$ cat src/rtl/dmem_pkg.sv
// Shared types and helpers for the data-memory responder.
// State encoding, counter width and the address error check.
package dmem_pkg;

  typedef enum logic [1:0] {
    IDLE = 2'd0,
    WAIT = 2'd1,
    RESP = 2'd2
  } state_t;

  localparam int CNT_W = 4;

  function automatic logic is_err(
    input logic [31:0] addr,
    input logic [31:0] depth
  );
    return (addr[1:0] != 2'b00) ||
           ({2'b00, addr[31:2]} >= depth);
  endfunction

endpackage

$ cat src/rtl/dmem_responder_if.sv
// MEM-stage load/store bus between CPU and responder.
// master = CPU side, slave = memory side.
interface dmem_responder_if;
  logic        req_valid_i;
  logic        req_ready_o;
  logic        req_we_i;
  logic [31:0] req_addr_i;
  logic [31:0] req_wdata_i;
  logic        rsp_valid_o;
  logic [31:0] rsp_rdata_o;
  logic        rsp_err_o;
  logic        stall_o;

  modport master (
    output req_valid_i, req_we_i,
    output req_addr_i, req_wdata_i,
    input  req_ready_o, rsp_valid_o,
    input  rsp_rdata_o, rsp_err_o,
    input  stall_o
  );

  modport slave (
    input  req_valid_i, req_we_i,
    input  req_addr_i, req_wdata_i,
    output req_ready_o, rsp_valid_o,
    output rsp_rdata_o, rsp_err_o,
    output stall_o
  );
endinterface

$ cat src/rtl/dmem_array.sv
// Word storage: synchronous write, combinational read.
// Contents are deliberately left unreset.
module dmem_array #(
  parameter int DEPTH = 128,
  parameter int IDX_W = $clog2(DEPTH)
) (
  input  logic             clk,
  input  logic             we,
  input  logic [IDX_W-1:0] addr,
  input  logic [31:0]      wdata,
  output logic [31:0]      rdata
);

  logic [31:0] mem [DEPTH];

  // Commit a store word on the clock edge
  always_ff @(posedge clk) begin
    if (we) mem[addr] <= wdata;
  end

  assign rdata = mem[addr];

endmodule

$ cat src/rtl/dmem_responder.sv
// Memory-side responder: one request at a time, fixed
// per-kind latency, single-cycle response pulse and stall.
module dmem_responder
  import dmem_pkg::*;
#(
  parameter int DEPTH_WORDS = 128,
  parameter int RD_LATENCY  = 2,
  parameter int WR_LATENCY  = 1
) (
  input logic             clk_i,
  input logic             rst_i,
  dmem_responder_if.slave bus
);

  localparam int IDX_W = $clog2(DEPTH_WORDS);
  localparam logic [CNT_W-1:0] CNT_ONE = 1;

  state_t           state, nxt;
  logic [CNT_W-1:0] cnt, lat;
  logic             we_q;
  logic [31:0]      addr_q, wdata_q;
  logic             sel_we, sel_err;
  logic [31:0]      sel_addr, sel_wdata;
  logic             go_resp, wr_en, accept;
  logic [IDX_W-1:0] idx;
  logic [31:0]      rd_data, rdata_q;
  logic             err_q;

  // Pick the live request in IDLE, the latched one later
  always_comb begin
    accept    = (state == IDLE) & bus.req_valid_i;
    sel_we    = (state == IDLE) ? bus.req_we_i : we_q;
    sel_addr  = (state == IDLE) ? bus.req_addr_i : addr_q;
    sel_wdata = (state == IDLE) ? bus.req_wdata_i : wdata_q;
    sel_err   = is_err(sel_addr, 32'(DEPTH_WORDS));
    lat       = bus.req_we_i ? CNT_W'(WR_LATENCY)
                             : CNT_W'(RD_LATENCY);
    idx       = sel_addr[IDX_W+1:2];
  end

  // Next state; go_resp marks the edge entering RESP
  always_comb begin
    nxt     = state;
    go_resp = 1'b0;
    unique case (state)
      IDLE: begin
        if (accept) begin
          if (lat > CNT_ONE) begin
            nxt = WAIT;
          end else begin
            nxt     = RESP;
            go_resp = 1'b1;
          end
        end
      end
      WAIT: begin
        if (cnt <= CNT_ONE) begin
          nxt     = RESP;
          go_resp = 1'b1;
        end
      end
      RESP:    nxt = IDLE;
      default: nxt = IDLE;
    endcase
  end

  assign wr_en = go_resp & sel_we & ~sel_err & rst_i;

  dmem_array #(
    .DEPTH (DEPTH_WORDS),
    .IDX_W (IDX_W)
  ) u_array (
    .clk   (clk_i),
    .we    (wr_en),
    .addr  (idx),
    .wdata (sel_wdata),
    .rdata (rd_data)
  );

  // State, latency counter, request latch, response regs
  always_ff @(posedge clk_i or negedge rst_i) begin
    if (!rst_i) begin
      state   <= IDLE;
      cnt     <= '0;
      we_q    <= 1'b0;
      addr_q  <= '0;
      wdata_q <= '0;
      rdata_q <= '0;
      err_q   <= 1'b0;
    end else begin
      state <= nxt;
      if (accept) begin
        we_q    <= bus.req_we_i;
        addr_q  <= bus.req_addr_i;
        wdata_q <= bus.req_wdata_i;
        cnt     <= lat - CNT_ONE;
      end else if (state == WAIT) begin
        cnt <= cnt - CNT_ONE;
      end
      rdata_q <= (go_resp & ~sel_we & ~sel_err)
                 ? rd_data : '0;
      err_q   <= go_resp & sel_err;
    end
  end

  assign bus.req_ready_o = (state == IDLE);
  assign bus.rsp_valid_o = (state == RESP);
  assign bus.rsp_rdata_o = rdata_q;
  assign bus.rsp_err_o   = err_q;
  assign bus.stall_o     = (state == WAIT) |
                           ((state == IDLE) & bus.req_valid_i);

endmodule

$ cat src/flat_wrapper.sv
// flat-port wrapper written by rule: the top's interface ports become plain ports
module dmem_responder_flat import dmem_pkg::*;
#(
  parameter int DEPTH_WORDS = 128,
  parameter int RD_LATENCY  = 2,
  parameter int WR_LATENCY  = 1
)
  (clk_i, rst_i, bus_req_valid_i, bus_req_we_i, bus_req_addr_i, bus_req_wdata_i, bus_req_ready_o, bus_rsp_valid_o, bus_rsp_rdata_o, bus_rsp_err_o, bus_stall_o);
  dmem_responder_if bus_i ();
  input logic clk_i;
  input logic rst_i;
  input wire logic [$bits(bus_i.req_valid_i)-1:0] bus_req_valid_i;
  input wire logic [$bits(bus_i.req_we_i)-1:0] bus_req_we_i;
  input wire logic [$bits(bus_i.req_addr_i)-1:0] bus_req_addr_i;
  input wire logic [$bits(bus_i.req_wdata_i)-1:0] bus_req_wdata_i;
  output wire logic [$bits(bus_i.req_ready_o)-1:0] bus_req_ready_o;
  output wire logic [$bits(bus_i.rsp_valid_o)-1:0] bus_rsp_valid_o;
  output wire logic [$bits(bus_i.rsp_rdata_o)-1:0] bus_rsp_rdata_o;
  output wire logic [$bits(bus_i.rsp_err_o)-1:0] bus_rsp_err_o;
  output wire logic [$bits(bus_i.stall_o)-1:0] bus_stall_o;
  assign bus_i.req_valid_i = bus_req_valid_i;
  assign bus_i.req_we_i = bus_req_we_i;
  assign bus_i.req_addr_i = bus_req_addr_i;
  assign bus_i.req_wdata_i = bus_req_wdata_i;
  assign bus_req_ready_o = bus_i.req_ready_o;
  assign bus_rsp_valid_o = bus_i.rsp_valid_o;
  assign bus_rsp_rdata_o = bus_i.rsp_rdata_o;
  assign bus_rsp_err_o = bus_i.rsp_err_o;
  assign bus_stall_o = bus_i.stall_o;
  dmem_responder #(.DEPTH_WORDS(DEPTH_WORDS), .RD_LATENCY(RD_LATENCY), .WR_LATENCY(WR_LATENCY)) u_core (.clk_i(clk_i), .rst_i(rst_i), .bus(bus_i));
endmodule
$ cat config.mk
export PLATFORM = sky130hd
export DESIGN_NAME = dmem_responder_flat
export DESIGN_NICKNAME = d
export VERILOG_FILES = /design/src/rtl/dmem_pkg.sv /design/src/rtl/dmem_responder_if.sv /design/src/rtl/dmem_array.sv /design/src/rtl/dmem_responder.sv /design/src/flat_wrapper.sv
export SDC_FILE = /design/constraint.sdc
export NUM_CORES = 2
export LEC_CHECK = 0
export CAP_MARGIN = 15
export CORE_MARGIN = 4
export CORE_UTILIZATION = 30
export DETAILED_ROUTE_END_ITERATION = 8
export PLACE_DENSITY = 0.42
export SETUP_SLACK_MARGIN = 0.02
export SYNTH_ARGS = -nofsm -noshare
export SYNTH_HDL_FRONTEND = slang
export SYNTH_SLANG_ARGS = --single-unit
export TNS_END_PERCENT = 20
$ cat constraint.sdc
create_clock -name clk_i -period 4.3 [get_ports clk_i]
set_clock_uncertainty 0.1 [all_clocks]
set_input_delay 0.86 -clock clk_i [delete_from_list [all_inputs] [get_ports clk_i]]
set_output_delay 0.86 -clock clk_i [all_outputs]
set_load 0.02 [all_outputs]
# After elaboration in Yosys (flattened, before gate mapping)
# Memories as Yosys holds them, arrays and structs flattened.
# Index checks and enable logic that the tools add are counted.
# classes
addsub	2
n_mul	0
div	0
order_cmp	3
eq_ne	4
shift	0
mux	17
n_bitwise	10
reduce_logical	5
# ops
cell	n
32-bit two-way mux	3
30-bit by 8-bit greater-or-equal comparator with 1-bit output, second input constant	1
2-bit two-way mux	4
4-bit two-way mux	2
4-bit by 1-bit subtractor with 4-bit output, second input constant	2
1-bit bitwise AND	7
1-bit two-way mux	6
4-bit by 1-bit greater-than comparator with 1-bit output, second input constant	1
4-bit by 1-bit less-or-equal comparator with 1-bit output, second input constant	1
2-bit by 1-bit inequality test with 1-bit output, second input constant	2
2-bit case mux with 2 select lines	1
2-bit nonzero test	2
2-bit by 1-bit equality test with 1-bit output, second input constant	1
2-bit equality test, second input constant	1
2-bit logical NOT	1
1-bit inverter	2
1-bit case mux with 2 select lines	1
2-bit AND reduction	1
1-bit logical OR	1
1-bit OR	1
# word_totals
register_bits	104
latchBits	0
ram_bits	4096
romBits	0
input_bits	68
out_inout_bits	36
word_cells	49
n_memories	1
# mem_list
name	depth	word_bits	rd	rd_clocked_by_memory_dff	wr	line_no	text
u_core.u_array.mem	128	32	1	0	1	dmem_array.sv:14	logic [31:0] mem [DEPTH];

# Logic depth before layout (Yosys ltp)
# depth
word_depth	10
ltp_mapped	17
depth_no_buf	9

# Cells and area by module
# From an unflattened synthesis, not the netlist that was laid out.
# unflattened
hier_cells	9405
area_unflattened_um2	161303.5
# by_module_without_submodules
mod	n_inst	cells_per_inst	area_per_inst_um2	seq_area_each_um2
dmem_array	1	8922	156616.5	122998.0
dmem_responder	1	483	4687.0	2602.5

# Least setup slack after synthesis
# Ideal clock, no wire load.
# synth_path
path_kind	input to register
start	in bus_req_addr_i[4]
end	mem u_core.u_array.mem[76][0], enable pin
setup_ns	0.421
t_arrival_ns	4.198
t_required_ns	3.779
slack_ns	-0.419
path_stages	10
path_buffers	5
path_cell_list	buf_2 nor3b_2 nand2_1 buf_2 buf_2 clkbuf_1 nand2_1 nand2_1 clkbuf_1 nor2_1
# synth_between
elab_chain_cells	8
# synth_rtl
item	line_no	text
from (decl)	flat_wrapper.sv:14	input wire logic [$bits(bus_i.req_addr_i)-1:0] bus_req_addr_i;
32-bit two-way mux *	dmem_responder.sv:33	sel_addr = (state == IDLE) ? bus.req_addr_i : addr_q;
30-bit by 8-bit greater-or-equal comparator with 1-bit output	dmem_pkg.sv:18	({2'b00, addr[31:2]} >= depth);
1-bit logical OR	dmem_pkg.sv:17	return (addr[1:0] != 2'b00) ||
1-bit inverter	dmem_responder.sv:67	assign wr_en = go_resp & sel_we & ~sel_err & rst_i;
1-bit bitwise AND (2 in series)	dmem_responder.sv:67	
1-bit two-way mux	dmem_array.sv:18	if (we) mem[addr] <= wdata;
1-bit two-way mux (implied by the code)	dmem_array.sv:18	
to (decl)	dmem_array.sv:14	
# Every way passes the cells marked *; elsewhere a longest branch is shown, timed or not.

# Worst setup path after layout
# layout_path
start	reg u_core.state[1]
end	reg u_core.rdata_q[28] (netlist: u_core.bus.rsp_rdata_o[28])
# layout_between
elab_chain_cells	7
elab_cells_between_ends	16
cone_classes	1 x order compare; 1 x eq/ne; 5 x mux; 5 x bitwise; 3 x reduce/logical; 1 x memory
# layout_rtl
item	line_no	text
from (decl)	dmem_responder.sv:18	state_t state, nxt;
from (signal assigned)	dmem_responder.sv:91	state <= nxt;
2-bit logical NOT	--	
32-bit two-way mux / 1-bit bitwise AND (equally long branches)	dmem_responder.sv:33, dmem_responder.sv:31	
30-bit by 8-bit greater-or-equal comparator with 1-bit output, or another cell as far along	dmem_pkg.sv:18	
1-bit logical OR / 1-bit case mux with 2 select lines (equally long branches)	dmem_pkg.sv:17, dmem_responder.sv:45	
1-bit inverter / 1-bit bitwise AND (equally long branches)	dmem_responder.sv:100	rdata_q <= (go_resp & ~sel_we & ~sel_err)
1-bit bitwise AND	dmem_responder.sv:100	
32-bit two-way mux *	dmem_responder.sv:101	? rd_data : '0;
to (signal assigned)	dmem_responder.sv:100	
to (decl)	dmem_responder.sv:26	logic [31:0] rd_data, rdata_q;
# Marked as above.
# A chain may end at the register's enable or synchronous reset.

==> impl_metrics.ini <==
[placement]
dp_hpwl_mm = 423
io_buffers = 103
place.gp.congestion = 0.852

[yosys]
synthArstFlopShare_pct = 2.48
ys_warn_count = 0
synth_compound_area_share_pct = 9.68
syn-instance-count = 9985
synth_seq_cells = 4200
syn_area_per_cell_um2 = 15.7
synth_area_um2 = 157000
synth_top_family_by_area = compound AO/OA/AOI/OAI gates
synth_nets = 10055
synth_adder_area_share_pct = 0.0159
synthMuxAreaShare_pct = 1.21
synth_xor_xnor_area_share_pct = 0.0112
synthFlopType = edfxtp_1
synth_edf_count = 4096
yosysSeqAreaShare_pct = 80.0
synthSimpleGateAreaFrac_pct = 7.00
yosys.cell_types.count = 72

[cts]
cts_tree = built
clock-sinks = 4200
cts_max_level = 5
cts_made_buffers = 451
cts_root_buffer = clkbuf_16
cts.clk_slew.worst_paths_ns = 0.06
clock_latency_ns = 1.04
cts_buffer_depth = 4

[global_route]
grt_overflow = 0
antenna_found_initial = 44
gr-usage-met1_pct = 32.9
gr-usage-all-layers_pct = 24.2
use_met3_pct = 3.46
top_usage_layer = met2
grt_pass1_wl_mm = 896
grt_pass1_vias = 102016
grt_max_degree = 129
use_met2_pct = 39.8

[power]
max-vdd-ir-drop_v = 0.000572
power_density_nw_per_um2 = 709
p_leak_nw = 64.9
finalPower_mw = 140

[finish]
synthToLayoutAreaGrowth_pct = 25.8
finish.utilization_pct = 37.9
final_cell_mix = edfxtp_1, o22ai_1, buf_4
final_common_cell = edfxtp_1
layout.nets = 11502
fillerInstances = 48549
drive_gt1_share_pct = 20.6

[critical_path]
r2r_setup_slack_ns = 0.04
reg2reg_from = u_core.state[1]
rr_worst_depth = 10
end_kind = register
critPathRequiredTime_ns = 5.17
reg2reg_to = u_core.bus.rsp_rdata_o[28]
cp-start-kind = register
crit_start = u_core.state[1]
crit_path_max_fanout = 44
cp.arrival_ns = 5.13
worstSetupPathType = register to register

[run_status]
outcome = finished, final reports clean

[detailed_routing]
vias = 104665
viasPerCell = 5.57
wl_per_cell_um = 35.5
dr.pass1.iters = 7
drt_iter0_drc = 13773
antenna_left = 0
drc = 0
routed_wl_mm = 666

[floorplanning]
dieWidth_um = 731
core-area_um2 = 521000
fp.dieH_um = 731
start_util_pct = 30.1
rows = 265
die_area_um2 = 535000
io_pins = 104

[worst_hold_path]
hp-class = primary input to asynchronous set/reset pin

[timing]
rsz0062_at_grt = no
setup_viol = 0
max_freq_ghz = 0.235
setup_tns_ns = 0
maxSlewHeadroom_pct = 9.04
tightest_slew_ns = 1.36
timing.final.crit_share_pct = 99.1
hold_viol = 0
slew_violations = 0
final.min_clock_period_ns = 4.26

[run]
maxCapViolations = 0
metal layers:
metal	up-vias	share of wire, %
met1	55863	42
met3	945	7.2
met2	5032	47
met5	-	0.020
li1	42805	-
met4	20	3.8
how the worst max path moves through the flow:
stage	end	slack [ns]	cells past startpoint
2_1_floorplan	u_core.u_array.mem[76][0]	-0.42	10
5_1_grt	u_core.bus.rsp_rdata_o[11]	0.02	13
3_3_place_gp	u_core.bus.rsp_rdata_o[7]	-1.98	14
6_report	u_core.bus.rsp_rdata_o[28]	0.04	10
3_5_place_dp	u_core.bus.rsp_rdata_o[31]	-1.59	13
4_1_cts	u_core.bus.rsp_rdata_o[7]	-0.12	14
cell usage after synthesis (19+ instances only):
cell type / number / area, um2
or4_1: 59 / 443
buf_2: 304 / 1520
o41ai_1: 128 / 1120
buf_1: 95 / 357
nand2_1: 1075 / 4040
nor3_1: 141 / 706
nor2_1: 660 / 2480
o22ai_1: 1114 / 6970
o22a_1: 19 / 166
clkbuf_1: 210 / 788
dfrtp_1: 104 / 2600
nor4_1: 269 / 1680
buf_4: 41 / 308
o221ai_1: 34 / 298
a32oi_1: 124 / 1090
a21oi_1: 674 / 3370
edfxtp_1: 4096 / 123000
a31oi_1: 131 / 820
nand3_1: 257 / 1290
a41oi_1: 29 / 254
mux2i_1: 189 / 1890
o21ai_0: 80 / 400
sequential cells by signal, indices dropped and copies added (netlist names):
register and flops:
u_core.bus.rsp_err_o 1, u_core.wdata_q 32, u_core.state 2, u_core.cnt 4
u_core.u_array.mem 4096, u_core.addr_q 32, u_core.we_q 1, u_core.bus.rsp_rdata_o 32
stage by stage:
stage	std cells	hold slack, ns	cell area [um2]	setup slack, ns
global route	18770	0.141	197000	0.0230
detailed placement	17917	0.363	183000	-1.59
global placement	17911	0.359	183000	-1.98
floorplan	9985	0.345	157000	-0.419
finish	18780	0.147	197000	0.0381
CTS	18752	0.0735	197000	-0.117
area by class of cell:
class	count	area, um2	share of cell area (%)
flip-flops and latches	4200	126000	63.6
multi-input cells	5110	30000	15.2
repair buffers	1662	18800	9.50
clock buffers	582	12000	6.05
well taps	6942	8690	4.40
clock inverters	251	2320	1.18
diodes	26	65.1	0.0330
inverters	7	28.8	0.0146
where the power goes:
group | total [mW] | internal [mW] | switching (mW)
registers | 52.9 | 52.6 | 0.246
clock network | 38.0 | 21.4 | 16.6
logic | 49.1 | 14.5 | 34.6
cell families after synthesis:
| logic type | after synthesis |
|---|---|
| XOR/XNOR | 2 |
| adder cells (fa/ha/maj) | 2 |
| AO/OA/AOI/OAI | 2407 |
| buffers and inverters | 675 |
| flip-flops | 4200 |
| AND/OR/NAND/NOR | 2510 |
| multiplexers | 189 |
critical path: stages (launching register included):
cell and delay (ns):
dfrtp_2 0.47, buf_4 0.20, o21ba_4 0.30, nand2_4 0.25, buf_16 0.36, o22ai_1 0.14, or4_1 0.55, o41ai_2 0.73
a41oi_1 0.46, nor4_1 0.46, buf_4 0.17
timing repair:
action | 4_1_cts | 5_1_grt
hold buffers | 1 | 0
pin swaps | 2 | 4
setup endpoints to repair | 16 | 14
gates resized for setup | 23 | 15
hold endpoints to repair | 33 | 0
buffers inserted | 1 | 2
No activity file was read; power rests on OpenSTA's default activity.
